<file path="src/rtl/seg_pkg.sv">
// Shared types and constants for the seven-segment scan driver.
package seg_pkg;
  localparam logic [3:0] BLANK = 4'hF;

  typedef enum logic {IDLE, SCAN} scan_state_t;

  typedef logic [3:0] bcd_digit_t;
endpackage

</file>
<file path="src/rtl/lz_blank.sv">
// Leading-zero blank mask: bit k set when digit k and all higher digits are zero (k > 0).
module lz_blank
  import seg_pkg::*;
#(
  parameter int unsigned NDIGITS = 4
) (
  input  logic [4*NDIGITS-1:0] i_bcd,
  input  logic                 i_lz,
  output logic [NDIGITS-1:0]   o_mask
);

  logic w_zero_above;

  always_comb begin
    w_zero_above = 1'b1;
    o_mask       = '0;
    for (int k = NDIGITS - 1; k >= 0; k--) begin
      w_zero_above = w_zero_above && (bcd_digit_t'(i_bcd[4*k +: 4]) == 4'h0);
      o_mask[k]    = i_lz && w_zero_above && (k != 0);
    end
  end

endmodule

</file>
<file path="src/rtl/seg_scan_driver.sv">
// Time-multiplexed digit scanner: pending/display registers, prescaler, digit index and
// output decode. New values are swapped in only at frame boundaries.
module seg_scan_driver
  import seg_pkg::*;
#(
  parameter int unsigned NDIGITS = 4,
  parameter int unsigned DIV     = 1000
) (
  input  logic                 clk,
  input  logic                 rst_n,
  input  logic                 in_valid,
  output logic                 in_ready,
  input  logic [4*NDIGITS-1:0] in_bcd,
  input  logic                 in_blank_lz,
  output logic [3:0]           data,
  output logic [NDIGITS-1:0]   digit_en
);

  localparam int unsigned CW = (DIV > 1) ? $clog2(DIV) : 1;
  localparam int unsigned IW = (NDIGITS > 1) ? $clog2(NDIGITS) : 1;

  scan_state_t          r_state, w_state_nxt;
  logic                 r_pend_v;
  logic [4*NDIGITS-1:0] r_pend_bcd;
  logic                 r_pend_lz;
  logic [4*NDIGITS-1:0] r_disp_bcd;
  logic                 r_disp_lz;
  logic [CW-1:0]        r_cnt;
  logic [IW-1:0]        r_idx;

  logic                 w_tick;
  logic                 w_frame_end;
  logic                 w_xfer;
  logic                 w_accept;
  logic [NDIGITS-1:0]   w_mask;
  bcd_digit_t           w_nib;
  logic                 w_blank;

  assign w_tick      = (r_cnt == CW'(DIV - 1));
  // IDLE counts as a permanent frame boundary so the first value goes straight to display
  assign w_frame_end = (r_state == IDLE) || (w_tick && (r_idx == IW'(NDIGITS - 1)));
  assign w_xfer      = w_frame_end && r_pend_v;
  assign in_ready    = !r_pend_v || w_xfer;
  assign w_accept    = in_valid && in_ready;

  lz_blank #(
    .NDIGITS(NDIGITS)
  ) u_lz_blank (
    .i_bcd (r_disp_bcd),
    .i_lz  (r_disp_lz),
    .o_mask(w_mask)
  );

  always_ff @(posedge clk) begin
    if (!rst_n) begin
      r_state    <= IDLE;
      r_pend_v   <= 1'b0;
      r_pend_bcd <= '0;
      r_pend_lz  <= 1'b0;
      r_disp_bcd <= '0;
      r_disp_lz  <= 1'b0;
      r_cnt      <= '0;
      r_idx      <= '0;
    end else begin
      r_state <= w_state_nxt;
      if (w_xfer) begin
        r_disp_bcd <= r_pend_bcd;
        r_disp_lz  <= r_pend_lz;
      end
      if (w_accept) begin
        r_pend_v   <= 1'b1;
        r_pend_bcd <= in_bcd;
        r_pend_lz  <= in_blank_lz;
      end else if (w_xfer) begin
        r_pend_v <= 1'b0;
      end
      if (r_state == SCAN) begin
        r_cnt <= w_tick ? '0 : r_cnt + 1'b1;
        if (w_tick) begin
          r_idx <= (r_idx == IW'(NDIGITS - 1)) ? '0 : r_idx + 1'b1;
        end
      end else begin
        r_cnt <= '0;
        r_idx <= '0;
      end
    end
  end

  always_comb begin
    w_state_nxt = r_state;
    w_nib       = BLANK;
    w_blank     = 1'b0;
    data        = BLANK;
    digit_en    = '0;
    for (int k = 0; k < NDIGITS; k++) begin
      if (r_idx == IW'(k)) begin
        w_nib   = r_disp_bcd[4*k +: 4];
        w_blank = w_mask[k];
      end
    end
    unique case (r_state)
      IDLE: begin
        if (w_xfer) w_state_nxt = SCAN;
      end
      SCAN: begin
        data = w_blank ? BLANK : w_nib;
        // first cycle of each dwell is a dark guard cycle against ghosting
        if (r_cnt != '0) digit_en = NDIGITS'(1) << r_idx;
      end
      default: w_state_nxt = IDLE;
    endcase
  end

endmodule

</file>
<file path="config.mk">
export PLATFORM = sky130hd
export DESIGN_NAME = seg_scan_driver
export DESIGN_NICKNAME = d
export VERILOG_FILES = /design/src/rtl/seg_pkg.sv /design/src/rtl/lz_blank.sv /design/src/rtl/seg_scan_driver.sv
export SDC_FILE = /design/constraint.sdc
export NUM_CORES = 1
export LEC_CHECK = 0
export CORE_AREA = 2 2 85 87
export CTS_CLUSTER_SIZE = 10
export DETAILED_ROUTE_END_ITERATION = 8
export DIE_AREA = 0 0 87 89
export PLACE_DENSITY = 0.53
export SYNTH_ARGS = -nofsm -noshare
export SYNTH_HDL_FRONTEND = slang
export SYNTH_HIERARCHICAL = 1
export SYNTH_SLANG_ARGS = --single-unit
</file>
<file path="constraint.sdc">
create_clock -name clk -period 1.84 [get_ports clk]
set_clock_uncertainty 0.1 [all_clocks]
set_input_delay 0.368 -clock clk [delete_from_list [all_inputs] [get_ports clk]]
set_output_delay 0.368 -clock clk [all_outputs]
set_load 0.01 [all_outputs]
</file>
# [Word-level counts from Yosys, hierarchy flattened]
# Index checks and enable logic that the tools add are counted.
[op_classes] addsub=2 n_eq_ne=4 shift=1 muxes=16 bitwise_logic=2 n_reduce_logical=19
[ops] operator="$mux W4" count=8
[ops] operator="$logic_not A4 Y1" count=3
[ops] operator="$add A10 B1 Y10 const B" count=1
[ops] operator="$eq A10 B10 Y1 const B" count=1
[ops] operator="$reduce_bool A10 Y1" count=1
[ops] operator="$logic_and A1 B1 Y1" count=8
[ops] operator="$mux W1" count=7
[ops] operator="$eq A2 B2 Y1 const B" count=2
[ops] operator="$shl A1 B2 Y4 const A" count=1
[ops] operator="$reduce_or A3 Y1" count=1
[ops] operator="$add A2 B1 Y2 const B" count=1
[ops] operator="$eq A2 B1 Y1 const B" count=1
[ops] operator="$logic_not A2 Y1" count=1
[ops] operator="$logic_or A1 B1 Y1" count=2
[ops] operator="$mux W2" count=1
[ops] operator="$not A1 Y1" count=2
[ops] operator="$reduce_and A2 Y1" count=1
[ops] operator="$reduce_bool A2 Y1" count=1
[ops] operator="$logic_not A1 Y1" count=1
[totals] ff_bits=48 elab_cells=52

# [Logic depth before layout (Yosys ltp)]
# Gate-level depths: netlist (run 1).
[depth] depth_word=9 ltp_mapped=7 depth_no_buf=6

# [Hierarchy]
# Netlist (run 1), hierarchy kept.
[modules_own_cells] mod="seg_scan_driver" n_inst=1 cells_per_inst=252 area_each_um2=2254.7 seq_area_each_um2=960.9
[modules_own_cells] mod="lz_blank" n_inst=1 cells_per_inst=8 area_each_um2=57.6 seq_area_each_um2=0.0

# [Least setup slack after synthesis (run 1)]
# No wires, ideal clock.
[synth_path] path_kind="reg2out" startpoint="register r_disp_bcd[12]" endpoint="output port data[0]" t_arrival_ns=1.498 slack_ns=-0.126 stages_incl_launch_ff=7 n_path_buf=0 cell_sequence="dfxtp_1 -> or4b_1 -> nor4_2 -> a21oi_1 -> o21ai_0 -> a221oi_1 -> nand2_1"
[synth_between] elab_chain_cells=9 word_cells_on_any_way=12 cone_classes="mux: 6; reduce/logical: 6"
[synth_rtl] item="from (decl)" line="seg_scan_driver.sv:26" rtl="logic [4*NDIGITS-1:0] r_disp_bcd;"
[synth_rtl] item="from (signal assigned)" line="seg_scan_driver.sv:67" rtl="r_disp_bcd <= r_pend_bcd;"
[synth_rtl] item="$logic_not A4 Y1" line="lz_blank.sv:18" rtl="w_zero_above = w_zero_above && (bcd_digit_t'(i_bcd[4*k +: 4]) == 4'h0);"
[synth_rtl] item="$logic_and A1 B1 Y1 (2 in a row)" line="lz_blank.sv:18"
[synth_rtl] item="$logic_and A1 B1 Y1" line="lz_blank.sv:19" rtl="o_mask[k] = i_lz && w_zero_above && (k != 0);"
[synth_rtl] item="named net w_mask[1]" line="seg_scan_driver.sv:35" rtl="logic [NDIGITS-1:0] w_mask;"
[synth_rtl] item="$mux W1 (3 in a row)" line="seg_scan_driver.sv:96" rtl="if (r_idx == IW'(k)) begin"
[synth_rtl] item="$mux W4" line="seg_scan_driver.sv:106" rtl="data = w_blank ? BLANK : w_nib;"
[synth_rtl] item="$mux W4" line="seg_scan_driver.sv:101" rtl="unique case (r_state)"
[synth_rtl] item="to (decl)" line="seg_scan_driver.sv:15" rtl="output logic [3:0] data,"
# The timed path passes the listed nets, and every way through them passes these cells.

# [Worst setup path in the final report (run 1)]
[layout_path] startpoint="register r_disp_bcd[5]" endpoint="output port data[1]"
[layout_between] elab_chain_cells=8 word_cells_on_any_way=11 cone_classes="mux: 8; reduce/logical: 3"
[layout_rtl] item="$logic_not A4 Y1" line="lz_blank.sv:18"
[layout_rtl] item="$logic_and A1 B1 Y1" line="lz_blank.sv:18"
[layout_rtl] item="$logic_and A1 B1 Y1" line="lz_blank.sv:19"
[layout_rtl] item="named net w_mask[1]" line="seg_scan_driver.sv:35"
[layout_rtl] item="$mux W1 (3 in a row)" line="seg_scan_driver.sv:96"
[layout_rtl] item="$mux W4" line="seg_scan_driver.sv:106"
[layout_rtl] item="$mux W4" line="seg_scan_driver.sv:101"
# The timed path passes the listed nets, and every way through them passes these cells.

==> impl_metrics.env, run 1 <==
export IMPL_cp_end_kind="output port"
export IMPL_multi_input_area_um2=1330
export IMPL_path_clk_slew_ns=0.10
export IMPL_rows=30
export IMPL_synth_area_leader_cell="dfxtp_1"
export IMPL_hold_path_depth=2
export IMPL_vias=1917
export IMPL_grt_max_degree=54
export IMPL_place_ws_ns=-0.713
export IMPL_io_pins=29
export IMPL_synth_top_cells_by_count="62 x nand2_1, 48 x dfxtp_1, 35 x mux2i_1, 11 x a21oi_1, 10 x inv_1"
export IMPL_drive_gt1_share_pct=28.9
export IMPL_intPower_mw=1.62
export IMPL_dieHeight_um=89
export IMPL_initial_core_util_pct=34.4
export IMPL_drc=0
export IMPL_synth_top_area_share_pct=41.6
export IMPL_fin_cells=409
export IMPL_gr_total_overflow=0
export IMPL_syn_inst=260
export IMPL_cts_tree="yes"
export IMPL_syn_area_per_cell_um2=8.89
export IMPL_post_route_period_util_pct=133
export IMPL_synth_nets=286
export IMPL_min_path_type="reg2reg"
export IMPL_cap_violations=0
export IMPL_finalHoldViolCount=0
export IMPL_antenna_found_initial=0
export IMPL_p_switching_mw=0.493
export IMPL_fillers=628
export IMPL_critPathMaxFanout=4
export IMPL_grtUsageTotal_pct=14.2
export IMPL_diodes=0
export IMPL_p_leak_nw=1.36
export IMPL_postRouteWirelength_um=5240
export IMPL_outcome="finished with violations"
export IMPL_switching_share_pct=23.3
export IMPL_nNetsFinal=354
export IMPL_finalSetupTns_ns=-3.23
export IMPL_wire_per_inst_um=12.8
export IMPL_grt_pass1_vias=1864
export IMPL_p_comb_share_pct=12.0
export IMPL_clkSinkCount=48
export IMPL_synth_async_reset_ratio_pct=0
export IMPL_htree_levels=2
export IMPL_die_x_um=87
export IMPL_fin_ws_ns=-0.600
export IMPL_power_density_nw_per_um2=649
export IMPL_yosysMostFrequentCell="nand2_1"
export IMPL_ys_seq_area_share_pct=41.6
export IMPL_crit_arrival_ns=1.97
export IMPL_worstPathRequired_ns=1.37
export IMPL_seqCellArea_um2=966
export IMPL_violations="negative setup slack"
export IMPL_cts_buffers=5
export IMPL_synth_area_top_cells="dfxtp_1 42%, mux2i_1 15%, nand2_1 10%"
export IMPL_grt_pass1_wl_um=8700
export IMPL_ys_flop_type="dfxtp_1"
export IMPL_start_kind="register"
export IMPL_port_buffers=28
export IMPL_finalSetupViolations=10
export IMPL_firstDrtPassIters=4
export IMPL_dieArea_um2=7740
export IMPL_synth_seq_cells=48
export IMPL_fmax_ghz=0.410
export IMPL_clk_latency_ns=0.30
export IMPL_dp_cells=391
export IMPL_slew_violations=0
export IMPL_p_total_mw=2.12
export IMPL_initialDrtViolationCount=50
export IMPL_rsz0062_at_grt="yes"
export IMPL_fin_util_pct=48.5
export IMPL_dpl_hpwl_um=3610
export IMPL_gp_congestion=0.843
export IMPL_root_buffer="clkbuf_8"
export IMPL_coreArea_um2=6720
export IMPL_worstSetupPathType="reg2out"
export IMPL_syn_area_um2=2310
export IMPL_peakVddDrop_mv=0.328
export IMPL_yosys_warnings=6
export IMPL_yosysUniqueCellTypes=42
export IMPL_viasPerCell=4.69
export IMPL_synth_edf_count=0
export IMPL_seq_power_share_pct=51.6
export IMPL_drtAntennaViolNets=0
export IMPL_max_clock_path_buffers=2
export IMPL_area_delta_synth_final_pct=40.9
export IMPL_finalCriticalPeriod_ns=2.44
export IMPL_pwr_share_clk_pct=36.4
export IMPL_reg2reg_depth=8
-- through the flow --
| stage | hold slack [ns] | instance area [um2] |
|---|---|---|
| finish | 0.363 | 3260 |
| global route | 0.386 | 3260 |
| CTS | 0.367 | 3150 |
| detailed placement | 0.354 | 2910 |
| global placement | 0.348 | 2910 |
| floorplan | 0.330 | 2320 |
-- sequential cells by signal (all words and copies together), names as in the netlist --
signal	cells
r_disp_bcd	16
r_pend_bcd	16
r_cnt	10
r_idx	2
r_disp_lz	1
r_pend_lz	1
r_pend_v	1
r_state	1
-- power by group through the flow --
stage	clock [mW]	combinational [mW]	sequential, mW
floorplan	0	0.130	1.11
global placement	0	0.223	1.11
detailed placement	0	0.225	1.11
CTS	0.789	0.231	1.09
global route	0.833	0.278	1.10
finish	0.770	0.254	1.09
-- worst paths after layout --
kind | start | endpoint | slack, ns
setup / recovery | r_disp_bcd[5]$_SDFFE_PN0P_ | data[1] | -0.60
hold reg to reg | r_disp_bcd[2]$_SDFFE_PN0P_ | r_disp_bcd[2]$_SDFFE_PN0P_ | 0.36
setup reg to reg | r_cnt[1]$_SDFF_PP0_ | r_disp_bcd[14]$_SDFFE_PN0P_ | 0
hold / removal | r_disp_bcd[2]$_SDFFE_PN0P_ | r_disp_bcd[2]$_SDFFE_PN0P_ | 0.36
-- per-layer routing --
layer | up-vias | GRT usage, % | routed length [um]
met1 | 875 | 19.7 | 2710
li1 | 1013 | - | -
met2 | 27 | 22.4 | 2350
met3 | 2 | 2.95 | 139
met5 | - | 0 | 0
met4 | 0 | 4.26 | 36
-- layout make-up --
cell class | count | area share (%)
Clock inverter | 3 | 1.31
Multi-Input combinational cell | 187 | 40.9
Clock buffer | 5 | 2.11
Sequential cell | 48 | 29.7
Tap cell | 80 | 3.07
Inverter | 10 | 1.23
Timing Repair Buffer | 76 | 21.7
-- timing repair --
item                       CTS  global route
gates resized for setup     65            10
buffers inserted             7             2
hold buffers                 0             0
cloned                       0             2
pin swaps                   16             9
setup endpoints to repair   43            32
-- cells by family (layout without fill, tap and decap cells) --
family | count (synthesis) | after routing | share of synthesized area, %
simple gates | 109 | 109 | 23.2
flops | 48 | 48 | 41.6
mux | 35 | 35 | 15.2
compound gates | 31 | 31 | 8.33
buf+inv | 25 | 94 | 6.49
fa+ha+maj | 6 | 6 | 3.25
xor+xnor | 5 | 5 | 1.89
other cells | 1 | 1 | 0.162
-- cells in the final DEF (no fill, tap or decap), types with 2 or more instances in the layout --
cell | netlist | final
nand2_1 | 62 | 62
dfxtp_1 | 48 | 44
buf_4 | 2 | 36
mux2i_1 | 35 | 34
clkdlybuf4s50_1 | 0 | 18
a21oi_1 | 11 | 11
buf_6 | 3 | 10
nor2_1 | 9 | 9
inv_1 | 10 | 8
buf_2 | 0 | 7
o21ai_0 | 6 | 5
nand3_1 | 7 | 5
clkbuf_8 | 1 | 5
nor3b_1 | 4 | 4
nor2b_1 | 4 | 4
o31ai_1 | 4 | 4
nor3_1 | 4 | 4
dfxtp_2 | 0 | 4
xnor2_1 | 3 | 3
ha_4 | 0 | 3
buf_12 | 1 | 3
and2_1 | 4 | 2
and2_4 | 0 | 2
nand3_2 | 0 | 2
xor2_1 | 2 | 2
ha_1 | 6 | 2
clkbuf_16 | 0 | 2
or4_4 | 0 | 2
-- worst max-delay path, cell delays in order (launching register included) --
cell and delay [ns]:
dfxtp_1 0.32, or4_4 0.54, nor4_4 0.25, a21oi_1 0.09, o21ai_1 0.10, a221oi_2 0.12
nand2_1 0.11, buf_2 0.14
No activity file was read; power rests on OpenSTA's default activity.
==> run 2, diff against run 1 <==
--- a/constraint.sdc
+++ b/constraint.sdc
@@ -4,2 +4,2 @@
 set_output_delay 0.368 -clock clk [all_outputs]
-set_load 0.01 [all_outputs]
+set_load 0.05 [all_outputs]
==> run 2 against run 1 <==
Effect of this change:
- the flow still finishes with violations (negative setup slack)
- utilization grew 0.89 points
- final area grew 1.8%
- flip-flop and latch count unchanged
- combinational power increased by 7%
- maximum frequency fell by 2.1%
- clock-buffer cell count is 1 higher
- wire length fell by 4.5%
- first-iteration DRC count grew 44%
==> impl_metrics.env, run 2 (same netlist as run 1, synthesis figures left out) <==
export IMPL_outcome="finished with violations"
export IMPL_violations="negative setup slack"
export IMPL_min_path_type="reg2reg"
export IMPL_grt_pass1_wl_um=8290
export IMPL_grt_pass1_vias=1809
export IMPL_initial_core_util_pct=34.4
export IMPL_max_clock_path_buffers=2
export IMPL_viasPerCell=4.72
export IMPL_reg2reg_slack_ns=0.03
export IMPL_clkSinkCount=48
export IMPL_peakVddDrop_mv=0.370
export IMPL_drive_gt1_share_pct=29.2
export IMPL_min_from="r_disp_bcd[2]$_SDFFE_PN0P_"
export IMPL_timing_rr_end="r_pend_bcd[13]$_SDFFE_PN0P_"
export IMPL_port_buffers=28
export IMPL_dieArea_um2=7740
export IMPL_grt_max_degree=54
export IMPL_min_to="r_disp_bcd[2]$_SDFFE_PN0P_"
export IMPL_reg2reg_from="r_cnt[1]$_SDFF_PP0_"
export IMPL_fin_cells=405
export IMPL_io_pins=29
export IMPL_dieHeight_um=89
export IMPL_worstPathRequired_ns=1.37
export IMPL_reg_top3="r_disp_bcd (16), r_pend_bcd (16), r_cnt (10)"
export IMPL_fmax_ghz=0.401
export IMPL_crit_arrival_ns=2.02
export IMPL_critical_path_max_stage_delay_ns=0.55
export IMPL_cts_buffers=5
export IMPL_start_kind="register"
export IMPL_worstSetupPathType="reg2out"
export IMPL_postRouteWirelength_um=5000
export IMPL_rsz0062_at_grt="yes"
export IMPL_htree_levels=2
export IMPL_area_delta_synth_final_pct=43.5
export IMPL_fin_util_pct=49.4
export IMPL_gr_total_overflow=0
export IMPL_fin_ws_ns=-0.652
export IMPL_critPathMaxFanout=4
export IMPL_finalSetupViolations=9
export IMPL_antenna_found_initial=0
export IMPL_firstDrtPassIters=4
export IMPL_reg2reg_depth=8
export IMPL_die_x_um=87
export IMPL_slowest_stage="or4b_4"
export IMPL_slew_violations=0
export IMPL_root_buffer="clkbuf_8"
export IMPL_post_route_period_util_pct=135
export IMPL_drtAntennaViolNets=0
export IMPL_coreArea_um2=6720
export IMPL_final_common_cell="nand2_1"
export IMPL_rows=30
export IMPL_dp_cells=390
export IMPL_grtUsageTotal_pct=13.6
export IMPL_hold_path_depth=2
export IMPL_initialDrtViolationCount=72
export IMPL_cp_buffers_inverters=1
export IMPL_power_density_nw_per_um2=640
export IMPL_drc=0
export IMPL_cts_tree="yes"
export IMPL_cap_violations=0
export IMPL_clk_latency_ns=0.31
export IMPL_wire_per_inst_um=12.4
export IMPL_finalCriticalPeriod_ns=2.49
export IMPL_nNetsFinal=350
export IMPL_path_clk_slew_ns=0.10
export IMPL_cts_hold_buf=0
export IMPL_diodes=0
export IMPL_cp_top_family="simple AND/OR/NAND/NOR gates"
export IMPL_dpl_hpwl_um=3580
export IMPL_vias=1912
export IMPL_p_leak_nw=1.37
export IMPL_cp_end_kind="output port"
export IMPL_crit_chain="or4b_4, nor4_4, a21oi_1, o21ai_1, a221oi_4, nand2_2, buf_12"
export IMPL_finalHoldViolCount=0
export IMPL_final_cell_mix="58 x nand2_1, 42 x dfxtp_1, 37 x buf_4"
export IMPL_fillers=624
export IMPL_gp_congestion=0.826
## run 2: cell types whose count changed in the layout (fill, tap and decap cells not counted), sizes merged
cell | before | now
clkinvlp | 1 | 0
buf | 56 | 54
clkbuf | 7 | 6
## run 2: through the flow
stage          setup TNS (ns)  setup slack [ns]  instance area [um2]  hold WS [ns]  power [mW]
6_report                -3.34            -0.652                 3320         0.358        2.12
3_5_place_dp            -1.31            -0.325                 3010         0.351        1.37
4_1_cts                 -3.40            -0.663                 3240         0.365        2.14
5_1_grt                 -4.42            -0.759                 3320         0.386        2.22
2_1_floorplan          -0.855            -0.214                 2340         0.330        1.26
3_3_place_gp            -1.28            -0.320                 3010         0.347        1.37
## run 2: cell type report
type,count,area [um2],share of cell area (%)
well taps,80,100,3.02
clock buffers,6,72.6,2.19
flip-flops and latches,48,968,29.2
inverters,10,37.5,1.13
repair buffers,72,748,22.6
multi-input cells,187,1360,40.9
clock inverters,2,35.0,1.06
## run 2: report_power, final
part           switching [mW]  internal [mW]  total (mW)
Combinational           0.127          0.144       0.271
Sequential             0.0149           1.08        1.09
Clock                   0.357          0.404       0.760
## run 2: how the worst max path moves through the flow
stage                                 from  endpoint  cells after the start
2_1_floorplan   r_disp_bcd[5]$_SDFFE_PN0P_   data[0]                      6
6_report       r_disp_bcd[12]$_SDFFE_PN0P_   data[3]                      7
5_1_grt        r_disp_bcd[12]$_SDFFE_PN0P_   data[3]                      7
3_3_place_gp    r_disp_bcd[5]$_SDFFE_PN0P_   data[3]                      7
4_1_cts         r_disp_bcd[5]$_SDFFE_PN0P_   data[1]                      7
3_5_place_dp    r_disp_bcd[5]$_SDFFE_PN0P_   data[3]                      7
## run 2: what timing repair did
| action | CTS | global route |
|---|---|---|
| resized for setup | 26 | 10 |
| endpoints found under the setup margin | 9 | 40 |
| pin swaps | 10 | 14 |
| buffers inserted | 5 | 5 |
## run 2: worst min-delay path: stages, from the launching register on
cell	delay (ns)
dfxtp_1	0.32
nand2_1	0.05
mux2i_1	0.05
## run 2: routing by layer
metal  part of all wire [%]  track usage, %  up-vias
met4                    1.6            5.54        0
li1                       -               -     1008
met3                    2.6            3.14        5
met2                     46            22.0       21
met1                     50            17.7      878
met5                      0               0        -
==> run 3, diff against run 2 <==
CAP_MARGIN = 20   (was unset)
==> results of run 3 <==
Final layout, timing and power as in run 2 (identical DEF).
